==> src/rtl/soc_uart_tx_if.sv <==
`default_nettype none
// ============================================================================
//  Module   : soc_uart_tx_if
//  Brief    : Simple SoC data-bus bundle between a bus master (CPU side)
//             and the soc_uart_tx register target.
//  Revision : 1.0  initial release
// ============================================================================
interface soc_uart_tx_if;
    logic        BusEn;
    logic        BusWe;
    logic [1:0]  BusAddr;
    logic [31:0] BusWData;
    logic [31:0] BusRData;
    logic        BusAck;

    modport master (
        output BusEn,
        output BusWe,
        output BusAddr,
        output BusWData,
        input  BusRData,
        input  BusAck
    );

    modport slave (
        input  BusEn,
        input  BusWe,
        input  BusAddr,
        input  BusWData,
        output BusRData,
        output BusAck
    );
endinterface
`default_nettype wire

==> src/rtl/soc_uart_tx.sv <==
`default_nettype none
// ============================================================================
//  Module   : soc_uart_tx
//  Brief    : Memory-mapped 8N1 UART transmitter. CPU writes bytes into a
//             small TX FIFO; a shifter sends them on TxD with a programmable
//             baud divisor (bit period = BAUDDIV+1 clocks).
//             Registers: 0 TXDATA, 1 STATUS, 2 BAUDDIV, 3 reserved.
//  Revision : 1.0  initial release
// ============================================================================
module soc_uart_tx #(
    parameter int FIFO_DEPTH  = 4,
    parameter int DEFAULT_DIV = 867
) (
    input  wire logic        Clk,
    input  wire logic        Rst,
    soc_uart_tx_if.slave     bus,
    output logic             TxD,
    output logic             TxIrq
);

    localparam int C_PTR_W = $clog2(FIFO_DEPTH);
    localparam int C_CNT_W = C_PTR_W + 1;
    localparam logic [C_CNT_W-1:0] C_DEPTH   = C_CNT_W'(FIFO_DEPTH);
    localparam logic [15:0]        C_DIV_RST = 16'(DEFAULT_DIV);

    localparam logic [1:0] C_ADDR_TXDATA  = 2'd0;
    localparam logic [1:0] C_ADDR_STATUS  = 2'd1;
    localparam logic [1:0] C_ADDR_BAUDDIV = 2'd2;

    typedef enum logic [1:0] {
        ST_IDLE  = 2'd0,
        ST_START = 2'd1,
        ST_DATA  = 2'd2,
        ST_STOP  = 2'd3
    } state_t;

    // ------------------------------------------------------------------
    // Register state
    // ------------------------------------------------------------------
    logic [31:0]        rdata_q,    rdata_d;
    logic               ack_q,      ack_d;
    logic [15:0]        baud_div_q, baud_div_d;
    logic               ovf_q,      ovf_d;

    logic [7:0]         fifo_q [FIFO_DEPTH];
    logic [7:0]         fifo_d [FIFO_DEPTH];
    logic [C_PTR_W-1:0] wr_ptr_q,   wr_ptr_d;
    logic [C_PTR_W-1:0] rd_ptr_q,   rd_ptr_d;
    logic [C_CNT_W-1:0] count_q,    count_d;

    state_t             state_q,    state_d;
    logic [15:0]        timer_q,    timer_d;
    logic [15:0]        div_q,      div_d;
    logic [7:0]         shift_q,    shift_d;
    logic [2:0]         bit_q,      bit_d;
    logic               txd_q,      txd_d;

    logic               w_full;
    logic               w_empty;
    logic               w_busy;
    logic               w_push;
    logic               w_pop;
    logic               w_ovf_set;
    logic               w_ovf_clr;
    logic               w_timer_done;
    logic               w_unused;

    assign w_full       = (count_q == C_DEPTH);
    assign w_empty      = (count_q == '0);
    assign w_busy       = (state_q != ST_IDLE);
    assign w_timer_done = (timer_q == div_q);

    // Upper write-data bits have no register behind them.
    assign w_unused = &{1'b0, bus.BusWData[31:16]};

    assign bus.BusRData = rdata_q;
    assign bus.BusAck   = ack_q;
    assign TxD          = txd_q;
    // Derived from flops only, so the interrupt never sees bus inputs.
    assign TxIrq        = w_empty & ~w_busy;

    // Bus decode: one-cycle registered ack/read data, write side effects
    always_comb begin
        ack_d      = bus.BusEn;
        rdata_d    = '0;
        baud_div_d = baud_div_q;
        w_push     = 1'b0;
        w_ovf_set  = 1'b0;
        w_ovf_clr  = 1'b0;
        if (bus.BusEn) begin
            if (bus.BusWe) begin
                case (bus.BusAddr)
                    C_ADDR_TXDATA: begin
                        // FULL is judged on the current count, ahead of any
                        // pop happening in the same cycle.
                        if (w_full) begin
                            w_ovf_set = 1'b1;
                        end else begin
                            w_push = 1'b1;
                        end
                    end
                    C_ADDR_BAUDDIV: baud_div_d = bus.BusWData[15:0];
                    default: ;
                endcase
            end else begin
                case (bus.BusAddr)
                    C_ADDR_STATUS: begin
                        rdata_d   = {28'd0, ovf_q, w_busy, w_empty, w_full};
                        w_ovf_clr = 1'b1;
                    end
                    C_ADDR_BAUDDIV: rdata_d = {16'd0, baud_div_q};
                    default: ;
                endcase
            end
        end
        // A new overflow outranks a clearing STATUS read.
        if (w_ovf_set) begin
            ovf_d = 1'b1;
        end else if (w_ovf_clr) begin
            ovf_d = 1'b0;
        end else begin
            ovf_d = ovf_q;
        end
    end

    // Bus-side register update
    always_ff @(posedge Clk or negedge Rst) begin
        if (!Rst) begin
            rdata_q    <= '0;
            ack_q      <= 1'b0;
            baud_div_q <= C_DIV_RST;
            ovf_q      <= 1'b0;
        end else begin
            rdata_q    <= rdata_d;
            ack_q      <= ack_d;
            baud_div_q <= baud_div_d;
            ovf_q      <= ovf_d;
        end
    end

    // FIFO storage, pointers and occupancy
    always_comb begin
        fifo_d   = fifo_q;
        wr_ptr_d = wr_ptr_q;
        rd_ptr_d = rd_ptr_q;
        count_d  = count_q;
        if (w_push) begin
            fifo_d[wr_ptr_q] = bus.BusWData[7:0];
            wr_ptr_d         = wr_ptr_q + C_PTR_W'(1);
        end
        if (w_pop) begin
            rd_ptr_d = rd_ptr_q + C_PTR_W'(1);
        end
        case ({w_push, w_pop})
            2'b10:   count_d = count_q + C_CNT_W'(1);
            2'b01:   count_d = count_q - C_CNT_W'(1);
            default: count_d = count_q;
        endcase
    end

    // FIFO register update; reset discards all queued bytes
    always_ff @(posedge Clk or negedge Rst) begin
        if (!Rst) begin
            for (int i = 0; i < FIFO_DEPTH; i++) begin
                fifo_q[i] <= '0;
            end
            wr_ptr_q <= '0;
            rd_ptr_q <= '0;
            count_q  <= '0;
        end else begin
            fifo_q   <= fifo_d;
            wr_ptr_q <= wr_ptr_d;
            rd_ptr_q <= rd_ptr_d;
            count_q  <= count_d;
        end
    end

    // Frame sequencer: next state, bit timer and shifter control
    always_comb begin
        state_d = state_q;
        timer_d = timer_q;
        div_d   = div_q;
        shift_d = shift_q;
        bit_d   = bit_q;
        w_pop   = 1'b0;
        case (state_q)
            ST_IDLE: begin
                if (!w_empty) begin
                    w_pop   = 1'b1;
                    shift_d = fifo_q[rd_ptr_q];
                    div_d   = baud_div_q;
                    timer_d = '0;
                    state_d = ST_START;
                end
            end
            ST_START: begin
                if (w_timer_done) begin
                    timer_d = '0;
                    bit_d   = '0;
                    state_d = ST_DATA;
                end else begin
                    timer_d = timer_q + 16'd1;
                end
            end
            ST_DATA: begin
                if (w_timer_done) begin
                    timer_d = '0;
                    shift_d = {1'b0, shift_q[7:1]};
                    if (bit_q == 3'd7) begin
                        state_d = ST_STOP;
                    end else begin
                        bit_d = bit_q + 3'd1;
                    end
                end else begin
                    timer_d = timer_q + 16'd1;
                end
            end
            ST_STOP: begin
                if (w_timer_done) begin
                    timer_d = '0;
                    // Chain straight into the next frame with no idle gap.
                    if (!w_empty) begin
                        w_pop   = 1'b1;
                        shift_d = fifo_q[rd_ptr_q];
                        div_d   = baud_div_q;
                        state_d = ST_START;
                    end else begin
                        state_d = ST_IDLE;
                    end
                end else begin
                    timer_d = timer_q + 16'd1;
                end
            end
            default: state_d = ST_IDLE;
        endcase
    end

    // Line level follows the state being entered so TxD is a clean flop
    always_comb begin
        txd_d = 1'b1;
        case (state_d)
            ST_START: txd_d = 1'b0;
            ST_DATA:  txd_d = shift_d[0];
            default:  txd_d = 1'b1;
        endcase
    end

    // Sequencer register update; async reset forces the line idle at once
    always_ff @(posedge Clk or negedge Rst) begin
        if (!Rst) begin
            state_q <= ST_IDLE;
            timer_q <= '0;
            div_q   <= C_DIV_RST;
            shift_q <= '0;
            bit_q   <= '0;
            txd_q   <= 1'b1;
        end else begin
            state_q <= state_d;
            timer_q <= timer_d;
            div_q   <= div_d;
            shift_q <= shift_d;
            bit_q   <= bit_d;
            txd_q   <= txd_d;
        end
    end

endmodule
`default_nettype wire

==> src/flat_wrapper.sv <==
// flat-port wrapper written by rule: the top's interface ports become plain ports
module soc_uart_tx_flat 
#(
    parameter int FIFO_DEPTH  = 4,
    parameter int DEFAULT_DIV = 867
)
  (Clk, Rst, TxD, TxIrq, bus_BusEn, bus_BusWe, bus_BusAddr, bus_BusWData, bus_BusRData, bus_BusAck);
  soc_uart_tx_if bus_i ();
  input  wire logic Clk;
  input  wire logic Rst;
  output logic TxD;
  output logic TxIrq;
  input wire logic [$bits(bus_i.BusEn)-1:0] bus_BusEn;
  input wire logic [$bits(bus_i.BusWe)-1:0] bus_BusWe;
  input wire logic [$bits(bus_i.BusAddr)-1:0] bus_BusAddr;
  input wire logic [$bits(bus_i.BusWData)-1:0] bus_BusWData;
  output wire logic [$bits(bus_i.BusRData)-1:0] bus_BusRData;
  output wire logic [$bits(bus_i.BusAck)-1:0] bus_BusAck;
  assign bus_i.BusEn = bus_BusEn;
  assign bus_i.BusWe = bus_BusWe;
  assign bus_i.BusAddr = bus_BusAddr;
  assign bus_i.BusWData = bus_BusWData;
  assign bus_BusRData = bus_i.BusRData;
  assign bus_BusAck = bus_i.BusAck;
  soc_uart_tx #(.FIFO_DEPTH(FIFO_DEPTH), .DEFAULT_DIV(DEFAULT_DIV)) u_core (.Clk(Clk), .Rst(Rst), .bus(bus_i), .TxD(TxD), .TxIrq(TxIrq));
endmodule
==> config.mk <==
export PLATFORM = sky130hd
export DESIGN_NAME = soc_uart_tx_flat
export DESIGN_NICKNAME = d
export VERILOG_FILES = /design/src/rtl/soc_uart_tx_if.sv /design/src/rtl/soc_uart_tx.sv /design/src/flat_wrapper.sv
export SDC_FILE = /design/constraint.sdc
export NUM_CORES = 1
export LEC_CHECK = 0
export BUFFER_PORTS_ARGS = -buffer_cell sky130_fd_sc_hd__buf_2
export CORE_MARGIN = 1
export CORE_UTILIZATION = 40
export DETAILED_ROUTE_END_ITERATION = 10
export HOLD_SLACK_MARGIN = 0.05
export PLACE_DENSITY_LB_ADDON = 0.15
export SYNTH_ARGS = -nofsm -noshare
export SYNTH_HDL_FRONTEND = slang
export SYNTH_SLANG_ARGS = --single-unit
export TNS_END_PERCENT = 30
==> constraint.sdc <==
create_clock -name Clk -period 6.54 [get_ports Clk]
set_input_delay 1.635 -clock Clk [delete_from_list [all_inputs] [get_ports Clk]]
set_output_delay 1.635 -clock Clk [all_outputs]
set_load 0.01 [all_outputs]
==> results_dict.tcl, run 1 <==
set metrics [dict create \
    status "complete, no violations" \
    grt_pass1_wl_mm 19.1 \
    postSynthAreaPerCell_sq_um 12.0 \
    hold_depth 1 \
    die_y_microns 122 \
    crit_family "simple AND/OR/NAND/NOR gates" \
    placed_cell_area_sq_um 6050 \
    cts_buffers 17 \
    gp_congestion 0.723 \
    cp-end-kind "output port" \
    drtIter0Drc 195 \
    start_kind "flop" \
    hold_ws_ns 0.497 \
    wirelength_mm 11.3 \
    final_area_sq_um 6570 \
    syn-cell-area_sq_um 5750 \
    vias 3646 \
    cts_max_level 4 \
    syn2layout_area_growth_pct 14.3 \
    final_common_cell "dfrtp_1" \
    worstSetupPathType "reg -> out" \
    pre_cts_slack_ns 3.02 \
    row_count 43 \
    fin_crit_ns 3.93 \
    yosysUniqueCellTypes 53 \
    synth_top_cell_by_area "dfrtp_1" \
    powerDensity_nw_per_um2 432 \
    ctsResizeCount 0 \
    cp_num_cells 3 \
    diodes 0 \
    clk_latency_ns 0.41 \
    tightest_slew_ns 1.03 \
    synth_seq_area_share_pct 52.1 \
    routed_via_density 5.09 \
    postSynthCellCount 478 \
    required_ns 4.91 \
    grt_util_met1_pct 23.6 \
    synth-seq-cells 119 \
    use_met3_pct 4.45 \
    ios 73 \
    fin_setup_tns_ns 0 \
    drc 0 \
    cts_sinks 119 \
    antenna_found_initial 1 \
    ff2ff_path_depth 11 \
    clkSlewWorstSetupHoldPaths_ns 0.05 \
    fin_ws_ns 2.61 \
    finClkSkew_ns 0.0103 \
    grt-busiest-layer "met2" \
    clockBufferDepth 2 \
    dominantRegCellSynth "dfrtp_1" \
    cp.arrival_ns 2.29 \
    maxCapViolations 0 \
    dieArea_sq_um 14900 \
    cp_num_buf_inv 1 \
    yosysTopAreaCellShare_pct 46.1 \
    die_w_microns 122 \
    firstDrtPassIters 4 \
    core_sq_um 13900 \
    hold_viol_final 0 \
    grt_overflow_total 0 \
    final_nets 578 \
    slowest_delay_ns 0.64 \
    cts_tree "done" \
    period_share_pct 60.0 \
    grt_usage_pct 17.3 \
    portBuffers 40 \
    final_antenna_net_count 0 \
    grt_max_degree 83 \
    max_freq_mhz 255 \
    yosys_warnings 0 \
    synth.area.top_cells "dfrtp_1 46%, mux2_2 11%, dfstp_2 5.9%" \
    setup_viol 0 \
    async_reset_ff_share_pct 100 \
    post-cts-setup-buffer-count 0 \
    worstPathCellList "nor3_2, and2_1, buf_2" \
    hold_buffers 0 \
    p_leak_nw 3.01 \
    max_slew_margin_pct 31.6 \
    peakVddDrop_uv 251 \
    hold_class "reg -> reg" \
    cpMaxStageDelayCell "and2_1" \
    dp_hpwl_mm 7.75 \
    mostFrequentLayoutCells "106 x dfrtp_1, 54 x mux2_2, 51 x nand2_1" \
    initial_core_util_pct 41.3 \
    cts.root.buffer_cell "clkbuf_16" \
    layout-drive-gt1-share_pct 30.8 \
    grt_util_met2_pct 26.0 \
    wire_per_inst_microns 15.8 \
    grt_pass1_vias 3625 \
    rsz0062_at_grt "no" \
    cp_max_fo 18 \
    drv_slew 0 \
    synth_edf_count 0 \
]
per-stage QoR:
step | power, mW | utilization, % | std cells
2_1_floorplan | 1.85 | - | 493
3_3_place_gp | 2.01 | 43.4 | 684
3_5_place_dp | 2.04 | 43.4 | 684
4_1_cts | 2.87 | 47.1 | 716
5_1_grt | 3.03 | 47.1 | 716
6_report | 2.84 | 47.1 | 716
final timing paths:
kind	to	slack, ns	from
max	TxIrq	2.61	u_core.count_q[1]
max reg2reg	u_core.count_q[2]	3.25	u_core.div_q[9]
min	u_core.shift_q[7]	0.50	u_core.shift_q[7]
min in group asynchronous	u_core.baud_div_q[14]	1.38	Rst
min reg2reg	u_core.shift_q[7]	0.50	u_core.shift_q[7]
max in group asynchronous	u_core.div_q[6]	4.01	Rst
power by group:
group | total [mW] | internal (mW) | switching, mW
Clock | 0.816 | 0.500 | 0.316
Combinational | 0.834 | 0.454 | 0.380
Sequential | 1.19 | 0.987 | 0.199
kinds of logic (layout without fill, tap and decap cells):
| logic type | count (synthesis) | count (layout) | share of synthesized area (%) |
|---|---|---|---|
| DFF | 119 | 119 | 52.1 |
| other | 1 | 16 | 0.0652 |
| buffers and inverters | 41 | 84 | 4.09 |
| xor gates and xnor gates | 26 | 26 | 4.48 |
| and+or+nand+nor | 124 | 124 | 10.7 |
| AOI/OAI and AO/OA | 78 | 78 | 8.40 |
| muxes | 72 | 72 | 16.3 |
| adders and majority gates | 17 | 17 | 3.83 |
cell usage after synthesis, drive strengths merged, types with 3 or more instances:
master and number:
a22oi 10, and3 6, dfrtp 106, dfstp 13, clkbuf 7, ha 16
nand2 52, xor2 6, o21ai 39, mux4 8, nand3 7, buf 23
nor2b 3, and2 16, nor3 4, a21oi 8, inv 11, a31oi 4
nand4 5, nor2 20, xnor2 20, o31ai 3, mux2 64, o21a 6
per-layer routing:
| layer | up-vias | share of wire, % |
|---|---|---|
| met5 | - | 0.15 |
| met4 | 2 | 1.7 |
| met3 | 15 | 3.3 |
| met2 | 62 | 47 |
| met1 | 1824 | 48 |
| li1 | 1743 | - |
flip-flops by register name (all words and copies together), names as in the netlist:
register	cells
u_core.count_q	3
u_core.wr_ptr_q	2
u_core.baud_div_q	16
u_core.state_q	2
u_core.rd_ptr_q	2
u_core.bus.BusAck	1
u_core.bus.BusRData	16
u_core.ovf_q	1
u_core.fifo_q	32
u_core.div_q	16
u_core.bit_q	3
u_core.timer_q	16
u_core.shift_q	8
u_core.TxD	1
area by class of cell:
| class | count | area, sq um |
|---|---|---|
| clock buffers | 24 | 472 |
| clock inverters | 8 | 51.3 |
| fillers | 1279 | 7360 |
| inverters | 11 | 41.3 |
| multi-input cells | 333 | 2580 |
| flip-flops and latches | 119 | 2990 |
| well taps | 180 | 225 |
| repair buffers | 41 | 210 |
worst reg2reg max path: cells and delay by family (launching register included):
family	cells	cell delay, ns
buffers and inverters	1	0.06
and+or+nand+nor	4	1.23
xor gates and xnor gates	3	0.42
AOI/OAI and AO/OA	1	0.35
adders and majority gates	2	0.57
DFF	1	0.57
Note: power is estimated with default switching activity, not from simulation.
==> run 2, diff against run 1 <==
==> constraint.sdc (replaced) <==
create_clock -name Clk -period 3.6 [get_ports Clk]
set_input_delay 0.9 -clock Clk [delete_from_list [all_inputs] [get_ports Clk]]
set_output_delay 0.9 -clock Clk [all_outputs]
set_load 0.01 [all_outputs]
==> run 2 against run 1 <==
  * Global-route usage about the same
  * Wire length up 1.4%
  * Sequential share of layout area decreased by 0.86 points
  * Non-clock buffer count rose by 3
  * Combinational power rose by 83%
  * Hold slack improved by 0.0025 ns
  * Setup slack worse by 1.8 ns
  * Clock skew hardly changed
  * Clock power up 120%
  * Critical endpoint is now u_core.count_q[2]
  * Largest power group unchanged
==> results_dict.tcl, run 2 (synthesis gave the netlist of run 1 again) <==
set metrics [dict create \
    status "complete, no violations" \
    cp_common_cell "xor2_1" \
    die_w_microns 122 \
    grt_usage_pct 17.3 \
    final_nets 581 \
    cts_tree "done" \
    final_antenna_net_count 0 \
    hold_buffers 0 \
    max_slew_margin_pct 54.8 \
    max_freq_mhz 354 \
    diodes 0 \
    dp_hpwl_mm 7.89 \
    gp_congestion 0.761 \
    final_common_cell "dfrtp_1" \
    ctsResizeCount 0 \
    initial_core_util_pct 41.3 \
    cts_max_level 4 \
    fill_cells 1253 \
    antenna_found_initial 1 \
    seq_area_sq_um 2990 \
    finClkSkew_ns 0.0107 \
    cts_sinks 119 \
    tightest_slew_ns 0.674 \
    row_count 43 \
    drc 0 \
    clockBufferDepth 2 \
    vias 3668 \
    multiInputGateArea_sq_um 2580 \
    fin_setup_tns_ns 0 \
    clkSlewWorstSetupHoldPaths_ns 0.05 \
    routed_via_density 5.11 \
    worstSetupPathType "reg -> reg" \
    grt_overflow_total 0 \
    final_area_sq_um 6700 \
    grt_pass1_vias 3597 \
    ios 73 \
    syn2layout_area_growth_pct 16.5 \
    maxCapViolations 0 \
    cp_max_fo 9 \
    grt_pass1_wl_mm 19.0 \
    peakVddDrop_uv 342 \
    drtIter0Drc 198 \
    firstDrtPassIters 4 \
    top_register "u_core.fifo_q" \
    hold_class "reg -> reg" \
    start_kind "flop" \
    slowest_delay_ns 0.57 \
    hold_viol_final 0 \
    cp.arrival_ns 3.15 \
    setup_viol 0 \
    p_leak_nw 3.07 \
    cts_buffers 17 \
    core_sq_um 13900 \
    period_share_pct 78.5 \
    post-cts-setup-buffer-count 0 \
    cp-end-kind "flop" \
    powerDensity_nw_per_um2 812 \
    layout-drive-gt1-share_pct 31.4 \
    clk_latency_ns 0.41 \
    dieArea_sq_um 14900 \
    wire_per_inst_microns 16.0 \
    placed_cell_area_sq_um 6080 \
    required_ns 3.92 \
    largest_reg_flops 32 \
    cts.root.buffer_cell "clkbuf_16" \
    cpMaxStageDelayCell "dfstp_2" \
    wirelength_mm 11.5 \
    mostFrequentLayoutCells "106 x dfrtp_1, 54 x mux2_2, 51 x nand2_1" \
    portBuffers 40 \
    die_y_microns 122 \
    grt_max_degree 70 \
    drv_slew 0 \
    fin_crit_ns 2.83 \
    worstPathCellList "xnor2_2, nand4_2, nor4_4, a21o_2, and2_1, ha_1, inv_1, fa_1, xor2_1, nor2_1, xor2_1" \
    rsz0062_at_grt "no" \
]
-- run 2: metal layers --
layer	GRT usage (%)	wire, microns	share of wire [%]
met1	23.3	5530	48
met2	26.1	5430	47
met5	0	13	0.11
met4	7.87	154	1.3
met3	4.35	374	3.3
-- run 2: layout make-up --
type	count	share of cell area, %
clock inverter	9	2.24
clock buffer	22	6.93
sequential	119	44.7
multi-input combinational	333	38.5
tap	180	3.36
timing repair buffer	44	3.66
inverter	11	0.617
-- run 2: worst max-delay path, delay by kind of cell (launching register included) --
kind | cells | cell delay (ns)
and+or+nand+nor | 4 | 0.81
adders and majority gates | 2 | 0.57
DFF | 1 | 0.57
xor gates and xnor gates | 3 | 0.44
AOI/OAI and AO/OA | 1 | 0.28
buffers and inverters | 1 | 0.06
-- run 2: through the flow --
| stage | cells | hold slack (ns) | total power [mW] | setup WS [ns] | utilization, % |
|---|---|---|---|---|---|
| after floorplan | 493 | 0.457 | 3.35 | 0.967 | - |
| after global placement | 687 | 0.475 | 3.66 | 0.817 | 43.6 |
| after detailed placement | 687 | 0.492 | 3.72 | 0.760 | 43.6 |
| after CTS | 718 | 0.504 | 5.50 | 0.748 | 48.1 |
| after global routing | 718 | 0.514 | 5.79 | 0.562 | 48.1 |
| final | 718 | 0.500 | 5.44 | 0.773 | 48.1 |
-- run 2: power breakdown --
group,switching [mW],internal [mW],total (mW)
clock network,0.569,1.19,1.76
registers,0.363,1.79,2.16
logic,0.695,0.831,1.53
total,1.63,3.81,5.44
-- run 2: path summary, 6_finish.rpt --
check | cells after the start | startpoint | endpoint | slack (ns)
min | 1 | u_core.fifo_q[10] | u_core.fifo_q[10] | 0.50
max | 11 | u_core.div_q[9] | u_core.count_q[2] | 0.77
max reg2reg | 11 | u_core.div_q[9] | u_core.count_q[2] | 0.77
min reg2reg | 1 | u_core.fifo_q[10] | u_core.fifo_q[10] | 0.50
min in group asynchronous | 1 | Rst | u_core.bus.BusRData[9] | 0.53
max in group asynchronous | 2 | Rst | u_core.baud_div_q[8] | 2.26
